[config.mk]
export PLATFORM = sky130hd
export DESIGN_NAME = alarm_input_ctrl
export DESIGN_NICKNAME = d
export VERILOG_FILES = /design/src/rtl/alarm_input_ctrl.sv
export SDC_FILE = /design/constraint.sdc
export NUM_CORES = 1
export LEC_CHECK = 0
export BUFFER_PORTS_ARGS = -buffer_cell sky130_fd_sc_hd__clkbuf_2
export CORE_ASPECT_RATIO = 2
export CORE_UTILIZATION = 40
export DETAILED_ROUTE_END_ITERATION = 10
export GPL_TIMING_DRIVEN = 0
export HOLD_SLACK_MARGIN = 0.15
export PLACE_DENSITY = 0.6
export SYNTH_ARGS = -nofsm -noshare
export SYNTH_HDL_FRONTEND = slang
export SYNTH_SLANG_ARGS = --single-unit
[constraint.sdc]
create_clock -name clk -period 3.3 [get_ports clk]
set_input_delay 0.495 -clock clk [delete_from_list [all_inputs] [get_ports clk]]
set_output_delay 0.495 -clock clk [all_outputs]
set_load 0.02 [all_outputs]
[src/rtl/alarm_input_ctrl.sv]
// -----------------------------------------------------------------------------
// alarm_input_ctrl
//
// Input-side front end for the alarm clock. Conditions the two active-low push
// buttons and the switch bank into clean, single-cycle commands for the alarm
// controller running in the same clock domain.
//
//   - start_b / reset_b are synchronised (2 flops) and debounced independently.
//   - An accepted start latches switches[9:1] as total_time and switches[0] as
//     speed and raises start_pulse, unless the duration is zero, in which case
//     zero_err pulses and the latched values are left alone.
//   - An accepted clear raises clear_pulse; it wins over a start accepted on
//     the same cycle.
//
// Optional feature (compile-time macro ALARM_INPUT_HOLD_EN):
//   When defined, keeping the clear button pressed for HOLD_CYCLES cycles after
//   its acceptance raises hold_pulse once per press. When undefined, the hold
//   logic is not built, hold_pulse is tied low and the debounce counters are
//   only as wide as DEBOUNCE_CYCLES needs.
//
// Parameters
//   DEBOUNCE_CYCLES  stable cycles needed to accept a level change (>= 2)
//   HOLD_CYCLES      clear-button hold duration for hold_pulse (>= DEBOUNCE_CYCLES)
//
// Ports
//   clk          base clock, rising edge
//   reset        asynchronous, active-high reset
//   switches     raw switch bank: [0] speed select, [9:1] duration
//   start_b      raw start button, active low, asynchronous
//   reset_b      raw clear button, active low, asynchronous
//   total_time   duration latched at the last accepted start
//   speed        speed select latched at the last accepted start
//   start_pulse  one-cycle pulse: start accepted, total_time/speed valid
//   clear_pulse  one-cycle pulse: clear accepted
//   zero_err     one-cycle pulse: start accepted with duration 0
//   hold_pulse   one-cycle pulse: clear held for HOLD_CYCLES
// -----------------------------------------------------------------------------
module alarm_input_ctrl #(
  parameter int DEBOUNCE_CYCLES = 50000,
  parameter int HOLD_CYCLES     = 100000000
) (
  input  logic       clk,
  input  logic       reset,
  input  logic [9:0] switches,
  input  logic       start_b,
  input  logic       reset_b,
  output logic [8:0] total_time,
  output logic       speed,
  output logic       start_pulse,
  output logic       clear_pulse,
  output logic       zero_err,
  output logic       hold_pulse
);

`ifdef ALARM_INPUT_HOLD_EN
  localparam int CW = $clog2(HOLD_CYCLES + 1);
`else
  localparam int CW = $clog2(DEBOUNCE_CYCLES + 1);
`endif

  localparam logic [CW-1:0] DEB_LAST = CW'(DEBOUNCE_CYCLES - 1);

`ifdef ALARM_INPUT_HOLD_EN
  // The clear counter parks at HOLD_DONE once the hold pulse has fired, so a
  // long press (or a bounce back into PRESSED) cannot fire it again.
  localparam logic [CW-1:0] HOLD_LAST  = CW'(HOLD_CYCLES - 1);
  localparam logic [CW-1:0] HOLD_DONE  = CW'(HOLD_CYCLES);
  localparam logic [CW-1:0] RESUME_CNT = HOLD_DONE;
`else
  localparam logic [CW-1:0] RESUME_CNT = '0;
`endif

  // Reject parameter sets the debouncers cannot honour.
  if (DEBOUNCE_CYCLES < 2 || HOLD_CYCLES < DEBOUNCE_CYCLES) begin : g_param_check
    $error("alarm_input_ctrl: need DEBOUNCE_CYCLES >= 2 and HOLD_CYCLES >= DEBOUNCE_CYCLES");
  end

  typedef enum logic [1:0] {
    IDLE,
    PRESS_WAIT,
    PRESSED,
    RELEASE_WAIT
  } deb_state_t;

  logic [1:0]    start_sync;
  logic [1:0]    clear_sync;
  logic          start_lvl;
  logic          clear_lvl;

  deb_state_t    start_state;
  logic [CW-1:0] start_cnt;
  logic          start_stable;

  deb_state_t    clear_state;
  logic [CW-1:0] clear_cnt;
  logic          clear_stable;

  logic          start_fire;
  logic          clear_fire;

  // Two-flop synchronisers; reset to 1 so a button reads as released.
  always_ff @(posedge clk or posedge reset) begin
    if (reset) begin
      start_sync <= 2'b11;
      clear_sync <= 2'b11;
    end else begin
      start_sync <= {start_sync[0], start_b};
      clear_sync <= {clear_sync[0], reset_b};
    end
  end

  assign start_lvl = start_sync[1];
  assign clear_lvl = clear_sync[1];

  // A press is accepted on the edge where PRESS_WAIT has seen the new level
  // for the full debounce window; the output register below captures the
  // switches on that same edge.
  assign start_fire = (start_state == PRESS_WAIT) && !start_lvl && (start_cnt == DEB_LAST);
  assign clear_fire = (clear_state == PRESS_WAIT) && !clear_lvl && (clear_cnt == DEB_LAST);

  // Start button debouncer. stable holds the last accepted level; any
  // difference from it starts (or continues) a debounce window.
  always_ff @(posedge clk or posedge reset) begin
    if (reset) begin
      start_state  <= IDLE;
      start_cnt    <= '0;
      start_stable <= 1'b1;
    end else begin
      case (start_state)
        IDLE: begin
          if (start_lvl != start_stable) begin
            start_state <= PRESS_WAIT;
            start_cnt   <= '0;
          end
        end
        PRESS_WAIT: begin
          if (start_lvl == start_stable) begin
            start_state <= IDLE;
            start_cnt   <= '0;
          end else if (start_cnt == DEB_LAST) begin
            start_state  <= PRESSED;
            start_cnt    <= '0;
            start_stable <= 1'b0;
          end else begin
            start_cnt <= start_cnt + 1'b1;
          end
        end
        PRESSED: begin
          if (start_lvl != start_stable) begin
            start_state <= RELEASE_WAIT;
            start_cnt   <= '0;
          end
        end
        RELEASE_WAIT: begin
          if (start_lvl == start_stable) begin
            start_state <= PRESSED;
            start_cnt   <= '0;
          end else if (start_cnt == DEB_LAST) begin
            start_state  <= IDLE;
            start_cnt    <= '0;
            start_stable <= 1'b1;
          end else begin
            start_cnt <= start_cnt + 1'b1;
          end
        end
        default: begin
          start_state <= IDLE;
          start_cnt   <= '0;
        end
      endcase
    end
  end

  // Clear button debouncer. Same structure as the start one; with the hold
  // feature built, the counter restarts at acceptance and keeps running while
  // the button stays pressed, saturating at HOLD_DONE.
  always_ff @(posedge clk or posedge reset) begin
    if (reset) begin
      clear_state  <= IDLE;
      clear_cnt    <= '0;
      clear_stable <= 1'b1;
    end else begin
      case (clear_state)
        IDLE: begin
          if (clear_lvl != clear_stable) begin
            clear_state <= PRESS_WAIT;
            clear_cnt   <= '0;
          end
        end
        PRESS_WAIT: begin
          if (clear_lvl == clear_stable) begin
            clear_state <= IDLE;
            clear_cnt   <= '0;
          end else if (clear_cnt == DEB_LAST) begin
            clear_state  <= PRESSED;
            clear_cnt    <= '0;
            clear_stable <= 1'b0;
          end else begin
            clear_cnt <= clear_cnt + 1'b1;
          end
        end
        PRESSED: begin
          if (clear_lvl != clear_stable) begin
            clear_state <= RELEASE_WAIT;
            clear_cnt   <= '0;
          end
`ifdef ALARM_INPUT_HOLD_EN
          else if (clear_cnt != HOLD_DONE) begin
            clear_cnt <= clear_cnt + 1'b1;
          end
`endif
        end
        RELEASE_WAIT: begin
          if (clear_lvl == clear_stable) begin
            clear_state <= PRESSED;
            clear_cnt   <= RESUME_CNT;
          end else if (clear_cnt == DEB_LAST) begin
            clear_state  <= IDLE;
            clear_cnt    <= '0;
            clear_stable <= 1'b1;
          end else begin
            clear_cnt <= clear_cnt + 1'b1;
          end
        end
        default: begin
          clear_state <= IDLE;
          clear_cnt   <= '0;
        end
      endcase
    end
  end

  // Command outputs. Clear takes priority: a start accepted on the same edge
  // is dropped entirely, including its zero-duration check and latch update.
  always_ff @(posedge clk or posedge reset) begin
    if (reset) begin
      total_time  <= '0;
      speed       <= 1'b0;
      start_pulse <= 1'b0;
      clear_pulse <= 1'b0;
      zero_err    <= 1'b0;
    end else begin
      start_pulse <= 1'b0;
      clear_pulse <= 1'b0;
      zero_err    <= 1'b0;
      if (clear_fire) begin
        clear_pulse <= 1'b1;
      end else if (start_fire) begin
        if (switches[9:1] != 9'd0) begin
          start_pulse <= 1'b1;
          total_time  <= switches[9:1];
          speed       <= switches[0];
        end else begin
          zero_err <= 1'b1;
        end
      end
    end
  end

`ifdef ALARM_INPUT_HOLD_EN
  logic hold_fire;

  assign hold_fire = (clear_state == PRESSED) && !clear_lvl && (clear_cnt == HOLD_LAST);

  // Registered so hold_pulse lines up with the other command pulses.
  always_ff @(posedge clk or posedge reset) begin
    if (reset) begin
      hold_pulse <= 1'b0;
    end else begin
      hold_pulse <= hold_fire;
    end
  end
`else
  assign hold_pulse = 1'b0;
`endif

endmodule

==> impl_metrics.tcl, run 1 <==
set metrics [dict create \
    reg2reg_to "total_time[5]" \
    viasPerCell 5.969 \
    hp-class "input port to async pin" \
    slew_headroom_pct 57.63 \
    ys.warnings.count 0 \
    end_kind "flop" \
    port_buffers 26 \
    syn_avg_cell_area_um2 9.838 \
    place_congestion 0.9288 \
    fin_skew_ns 0.008962 \
    grt_max_degree 31 \
    cp.arrival_ns 2.51 \
    dp_hpwl_um 5710 \
    netlist-cell-type-count 53 \
    fin_crit_sh_pct 70.64 \
    yosys_register_bits 55 \
    dp.cells 416 \
    synth_edf_count 0 \
    cts_buffer_depth 2 \
    boundaryPins 28 \
    period_minus_slack_ns 2.331 \
    path_clk_slew_ns 0.07 \
    maxCapViolCount 0 \
    htreeDepth 2 \
    core-area_um2 6994 \
    syn_area_um2 2942 \
    die_y_um 123.3 \
    grt_pass1_wl_um 12280 \
    dieWidth_um 62.64 \
    first_pass_iters 5 \
    ctsResizeCount 0 \
    start_kind "flop" \
    layout_commonest_cell "dfrtp_1" \
    drt_iter0_drc 158 \
    r2r_cells 4 \
    grt_pass1_vias 2526 \
    fin_setup_tns_ns 0 \
    peakVddDrop_v 0.0003482 \
    cp.required_ns 3.47 \
    drt_wl_total_um 7553 \
    rows 43 \
    yosysSeqAreaShare_pct 47.04 \
    nNetsFinal 349 \
    outcome "finished clean" \
    pre_cts_ws_ns 0.9621 \
    synthCells 299 \
    rsz0062_at_grt "no" \
    diodes 0 \
    worstSetupPathType "flop to flop" \
    area_delta_synth_final_pct 14.21 \
    regToRegStartpoint "start_cnt[10]" \
    worst_pin_slew_ns 0.6271 \
    cts_root_buffer "clkbuf_16" \
    maxSlewViolCount 0 \
    insertion_delay_ns 0.29 \
    cts_tree "yes" \
    antenna_found_initial 0 \
    r2r_slack_ns 0.97 \
    via_count 2531 \
    power_density_nw_per_um2 391.2 \
    grt_overflow 0 \
    synthFlopType "dfrtp_1" \
    track_usage_pct 20.85 \
    start_util_pct 42.06 \
    crit_fanout 10 \
    fmaxAchievable_mhz 429.0 \
    drc 0 \
    syn_nets 315 \
    power.leakage_nw 1.427 \
    stdcell_count 424 \
    cts_buffers 5 \
    hold_viol 0 \
    setup_slack_ns 0.9690 \
    fin_hold_ws_ns 0.2375 \
    post_cts_buffers 0 \
    final_cell_mix "dfrtp_1, a31oi_1, clkbuf_2" \
    async_flop_share_pct 100.0 \
    drive_gt1_share_pct 17.66 \
    ctsHoldBuffers 0 \
    finalSetupViolations 0 \
    post_drt_wl_per_cell_um 17.81 \
    die_area_um2 7721 \
    cts_sinks 55 \
    ant_nets 0 \
]
-- power by group --
part | total (mW) | internal, mW | switching, mW
clock | 0.546 | 0.304 | 0.242
sequential | 0.692 | 0.684 | 0.00876
combinational | 0.0758 | 0.0253 | 0.0504
-- registers in the layout (all words and copies together), names as in the netlist, 2 cells and up --
signal,flops
clear_state,2
total_time,9
start_cnt,16
start_state,2
clear_cnt,16
clear_sync,2
start_sync,2
-- synthesized netlist by cell type (2+ instances only) --
master     count  share of area, %
dfrtp_1       49                42
a31oi_1       30               6.4
nand2_1       24               3.1
nand4_1       21               4.5
nand3_1       19               3.2
nor2_1        16               2.0
clkbuf_1      13               1.7
a22o_1         9               2.7
and4_1         8               2.4
o21ai_0        8               1.4
and3_1         7               1.5
inv_1          7              0.89
dfstp_2        6               5.4
nand3b_1       6               1.5
nor4_1         6               1.3
a41oi_1        5               1.5
mux2_2         5               1.9
o211ai_1       5               1.3
and2_1         4              0.85
xor2_1         4               1.2
buf_2          3              0.51
nand2b_1       3              0.64
nor3_1         3              0.51
xnor2_1        3              0.89
ha_1           2              0.85
nor2b_1        2              0.43
nor4bb_1       2              0.68
o2111ai_1      2              0.60
o22ai_1        2              0.43
or4_1          2              0.51
-- worst max-delay path, cell delays in order (launching register included) --
cell       delay, ns
dfrtp_1         0.44
or4b_4          0.60
nor4_4          0.50
o2111ai_4       0.32
mux2_2          0.35
-- worst max-delay path by stage --
| stage | start | endpoint | slack (ns) | cells after the start |
|---|---|---|---|---|
| floorplan | start_cnt[7] | start_cnt[8] | 1.17 | 7 |
| global placement | reset | total_time[7] | 0.67 | 2 |
| detailed placement | start_cnt[10] | total_time[5] | 0.96 | 4 |
| CTS | start_cnt[10] | total_time[5] | 0.94 | 4 |
| global route | clear_cnt[4] | total_time[7] | 0.73 | 5 |
| finish | start_cnt[10] | total_time[5] | 0.97 | 4 |
-- kinds of logic after synthesis --
| family | synth area share [%] |
|---|---|
| AND/OR/NAND/NOR | 26.75 |
| AO/OA/AOI/OAI | 17.40 |
| flip-flops | 47.04 |
| buffers and inverters | 3.828 |
| XOR/XNOR | 2.084 |
| multiplexers | 1.914 |
| adder cells (fa/ha/maj) | 0.8506 |
| other | 0.1275 |
-- metrics by stage --
stage | util (%) | cell area (µm²) | total power [mW]
final | 48.03 | 3359 | 1.314
after global routing | 48.03 | 3359 | 1.370
after CTS | 48.03 | 3359 | 1.332
after detailed placement | 45.81 | 3204 | 0.7824
after global placement | 45.53 | 3184 | 0.7785
after floorplan | - | 2942 | 0.7516
-- layout make-up --
| cell class | count | area, µm² |
|---|---|---|
| flip-flops and latches | 55 | 1384 |
| well taps | 90 | 112.6 |
| inverters | 7 | 26.28 |
| clock buffers | 6 | 138.9 |
| clock inverters | 2 | 16.27 |
| multi-input cells | 218 | 1445 |
| repair buffers | 27 | 150.1 |
| plain buffers | 19 | 86.33 |
| fillers | 696 | 3635 |
-- metal layers --
metal | vias up | track usage (%) | share of wire, %
met5 | - | 0 | 0
met3 | 21 | 3.413 | 1.9
met4 | 0 | 12.79 | 4.2
met2 | 42 | 41.51 | 58
li1 | 1225 | - | -
met1 | 1243 | 19.10 | 36
No activity file was read; power rests on OpenSTA's default activity.
==> run 2: changes to the inputs <==
--- a/config.mk
+++ b/config.mk
@@ -5,13 +5,14 @@
 export SDC_FILE = /design/constraint.sdc
 export NUM_CORES = 1
 export LEC_CHECK = 0
+export ABC_AREA = 1
 export BUFFER_PORTS_ARGS = -buffer_cell sky130_fd_sc_hd__clkbuf_2
 export CORE_ASPECT_RATIO = 2
 export CORE_UTILIZATION = 40
 export DETAILED_ROUTE_END_ITERATION = 10
 export GPL_TIMING_DRIVEN = 0
 export HOLD_SLACK_MARGIN = 0.15
-export PLACE_DENSITY = 0.6
+export PLACE_DENSITY = 0.62
 export SYNTH_ARGS = -nofsm -noshare
 export SYNTH_HDL_FRONTEND = slang
 export SYNTH_SLANG_ARGS = --single-unit
==> constraint.sdc (replaced) <==
create_clock -name clk -period 2 [get_ports clk]
set_input_delay 0.3 -clock clk [delete_from_list [all_inputs] [get_ports clk]]
set_output_delay 0.3 -clock clk [all_outputs]
set_load 0.02 [all_outputs]
==> run 2 against run 1 <==
Against the previous run:
- die area grew 2.7%
- worst hold slack gained 0.022 ns
- final cell count grew 24%
- critical path depth grew 4
- first-iteration DRC count grew 3.8%
- critical endpoint is now clear_cnt[11]
==> impl_metrics.tcl, run 2 <==
set metrics [dict create \
    area_delta_synth_final_pct 15.52 \
    fin_crit_sh_pct 82.01 \
    drc 0 \
    netlist_top_cells_count "nand2_1, dfrtp_1, nor2_1" \
    post_cts_buffers 0 \
    drt_iter0_drc 164 \
    dieWidth_um 63.47 \
    cts_root_buffer "clkbuf_16" \
    cp.required_ns 2.19 \
    viasPerCell 4.956 \
    drive_gt1_share_pct 17.36 \
    rows 44 \
    hold_viol 0 \
    outcome "finished clean" \
    insertion_delay_ns 0.29 \
    diodes 0 \
    synthTopCellsByArea "dfrtp_1, nand2_1, nor2_1" \
    port_buffers 26 \
    ctsHoldBuffers 3 \
    maxSlewViolCount 0 \
    ys.warnings.count 0 \
    rsz0062_at_grt "no" \
    synthCells 394 \
    die_area_um2 7930 \
    synth_top_area_share_pct 40.56 \
    syn_nets 410 \
    boundaryPins 28 \
    drt_wl_total_um 6762 \
    final_util_pct 48.05 \
    first_pass_iters 4 \
    hp-class "input port to flop" \
    antenna_found_initial 0 \
    place_congestion 0.7978 \
    synth_most_common_cell "nand2_1" \
    core-area_um2 7267 \
    cp_slowest_cell "dfrtp_1" \
    ant_nets 0 \
    nNetsFinal 447 \
    r2r_cells 8 \
    dp_hpwl_um 5227 \
    htreeDepth 2 \
    synthFlopType "dfrtp_1" \
    cts_buffers 5 \
    power.leakage_nw 1.671 \
    cts_buffer_depth 2 \
    crit_fanout 9 \
    yosys_register_bits 55 \
    grt_max_degree 40 \
    grt_pass1_vias 2541 \
    final_cell_mix "nand2_1, dfrtp_1, nor2_1" \
    largestRegisters "clear_cnt: 16 flops, start_cnt: 16 flops, total_time: 9 flops" \
    cp.arrival_ns 1.83 \
    grt_pass1_wl_um 11340 \
    start_kind "flop" \
    worstSetupPathType "flop to flop" \
    power_density_nw_per_um2 703.4 \
    synth_edf_count 0 \
    yosysSeqAreaShare_pct 45.78 \
    cts_tree "yes" \
    syn_avg_cell_area_um2 7.672 \
    async_flop_share_pct 100.0 \
    fin_skew_ns 0.002763 \
    cts_sinks 55 \
    die_y_um 124.9 \
    ctsResizeCount 0 \
    peakVddDrop_v 0.0003738 \
    critical_path.most_common_cell "nand2_1" \
    cpPeakStageDelay_ns 0.41 \
    power_mw 2.456 \
    start_util_pct 41.60 \
    via_count 2597 \
    netlist-cell-type-count 36 \
    fmaxAchievable_mhz 609.7 \
    finalSetupViolations 0 \
    fin_hold_ws_ns 0.2598 \
    syn_area_um2 3023 \
    end_kind "flop" \
    post_drt_wl_per_cell_um 12.90 \
    maxCapViolCount 0 \
    crit_chain "ha_1, nand3_4, nor2_2, nand2_1, nand2_2, inv_2, nand3_1, nand2_1" \
    yosysTopAreaCell "dfrtp_1" \
    grt_overflow 0 \
    track_usage_pct 18.33 \
    period_minus_slack_ns 1.640 \
    whs_path_depth 3 \
    layout_commonest_cell "nand2_1" \
    path_clk_slew_ns 0.07 \
]
[run 2: cell types whose count changed in the layout (fill, tap and decap cells not counted), sizes merged, moves of 9 or more]
| cell | previous run | this run |
|---|---|---|
| nand3 | 19 | 33 |
| inv | 7 | 46 |
| a31oi | 30 | 1 |
| a22o | 9 | 0 |
| nand2 | 24 | 129 |
| o21ai | 8 | 18 |
| nor2 | 16 | 53 |
| clkbuf | 45 | 33 |
[run 2: cell families (layout without fill, tap and decap cells)]
family	count (synthesis)	in the layout	synth area share [%]
fa+ha+maj	2	2	0.8277
buf+inv	53	91	7.160
flops	55	55	45.78
xor+xnor	11	11	3.187
simple gates	238	238	36.26
compound gates	34	34	6.664
other cells	1	1	0.1241
[run 2: area by class of cell]
cell class | instances | area, µm²
well taps | 92 | 115.1
plain buffers | 6 | 40.04
fillers | 743 | 3775
inverters | 47 | 176.4
multi-input cells | 286 | 1423
repair buffers | 30 | 180.2
flip-flops and latches | 55 | 1384
clock buffers | 6 | 138.9
clock inverters | 2 | 35.03
[run 2: path summary, 6_finish.rpt]
check,start,to,slack [ns]
max in group asynchronous,reset,clear_stable,0.89
max,clear_cnt[0],clear_cnt[11],0.36
max reg2reg,clear_cnt[0],clear_cnt[11],0.36
min,switches[3],total_time[2],0.26
min in group asynchronous,reset,start_state[0],0.53
min reg2reg,clear_sync[0],clear_sync[1],0.36
[run 2: power breakdown]
part / switching (mW) / total, mW / internal [mW]
Combinational: 0.158 / 0.230 / 0.0721
Sequential: 0.0488 / 1.20 / 1.15
Clock: 0.400 / 1.02 / 0.623
Total: 0.607 / 2.46 / 1.85
[run 2: per-stage QoR]
step / cell area (µm²) / setup slack (ns) / cells / TNS [ns]
2_1_floorplan: 3023 / 0.3670 / 394 / 0
3_3_place_gp: 3268 / -0.3970 / 512 / -19.24
3_5_place_dp: 3288 / 0.3612 / 513 / 0
4_1_cts: 3492 / 0.3468 / 524 / 0
5_1_grt: 3492 / 0.2410 / 524 / 0
6_report: 3492 / 0.3598 / 524 / 0
[run 2: critical path: cells and delay by family, from the launching register on]
kind | cells | cell delay (ns)
fa+ha+maj | 1 | 0.25
buf+inv | 1 | 0.13
flops | 1 | 0.41
simple gates | 6 | 0.74
[run 2: per-layer routing]
layer  part of all wire (%)  vias up  global-route usage, %  routed length (µm)
li1                       -     1325                      -                   -
met5                      0        -                      0                   0
met4                    3.0        0                  8.824                 204
met1                     36     1228                  17.51                2434
met2                     59       31                  36.42                3994
met3                    1.9       13                  2.281                 129
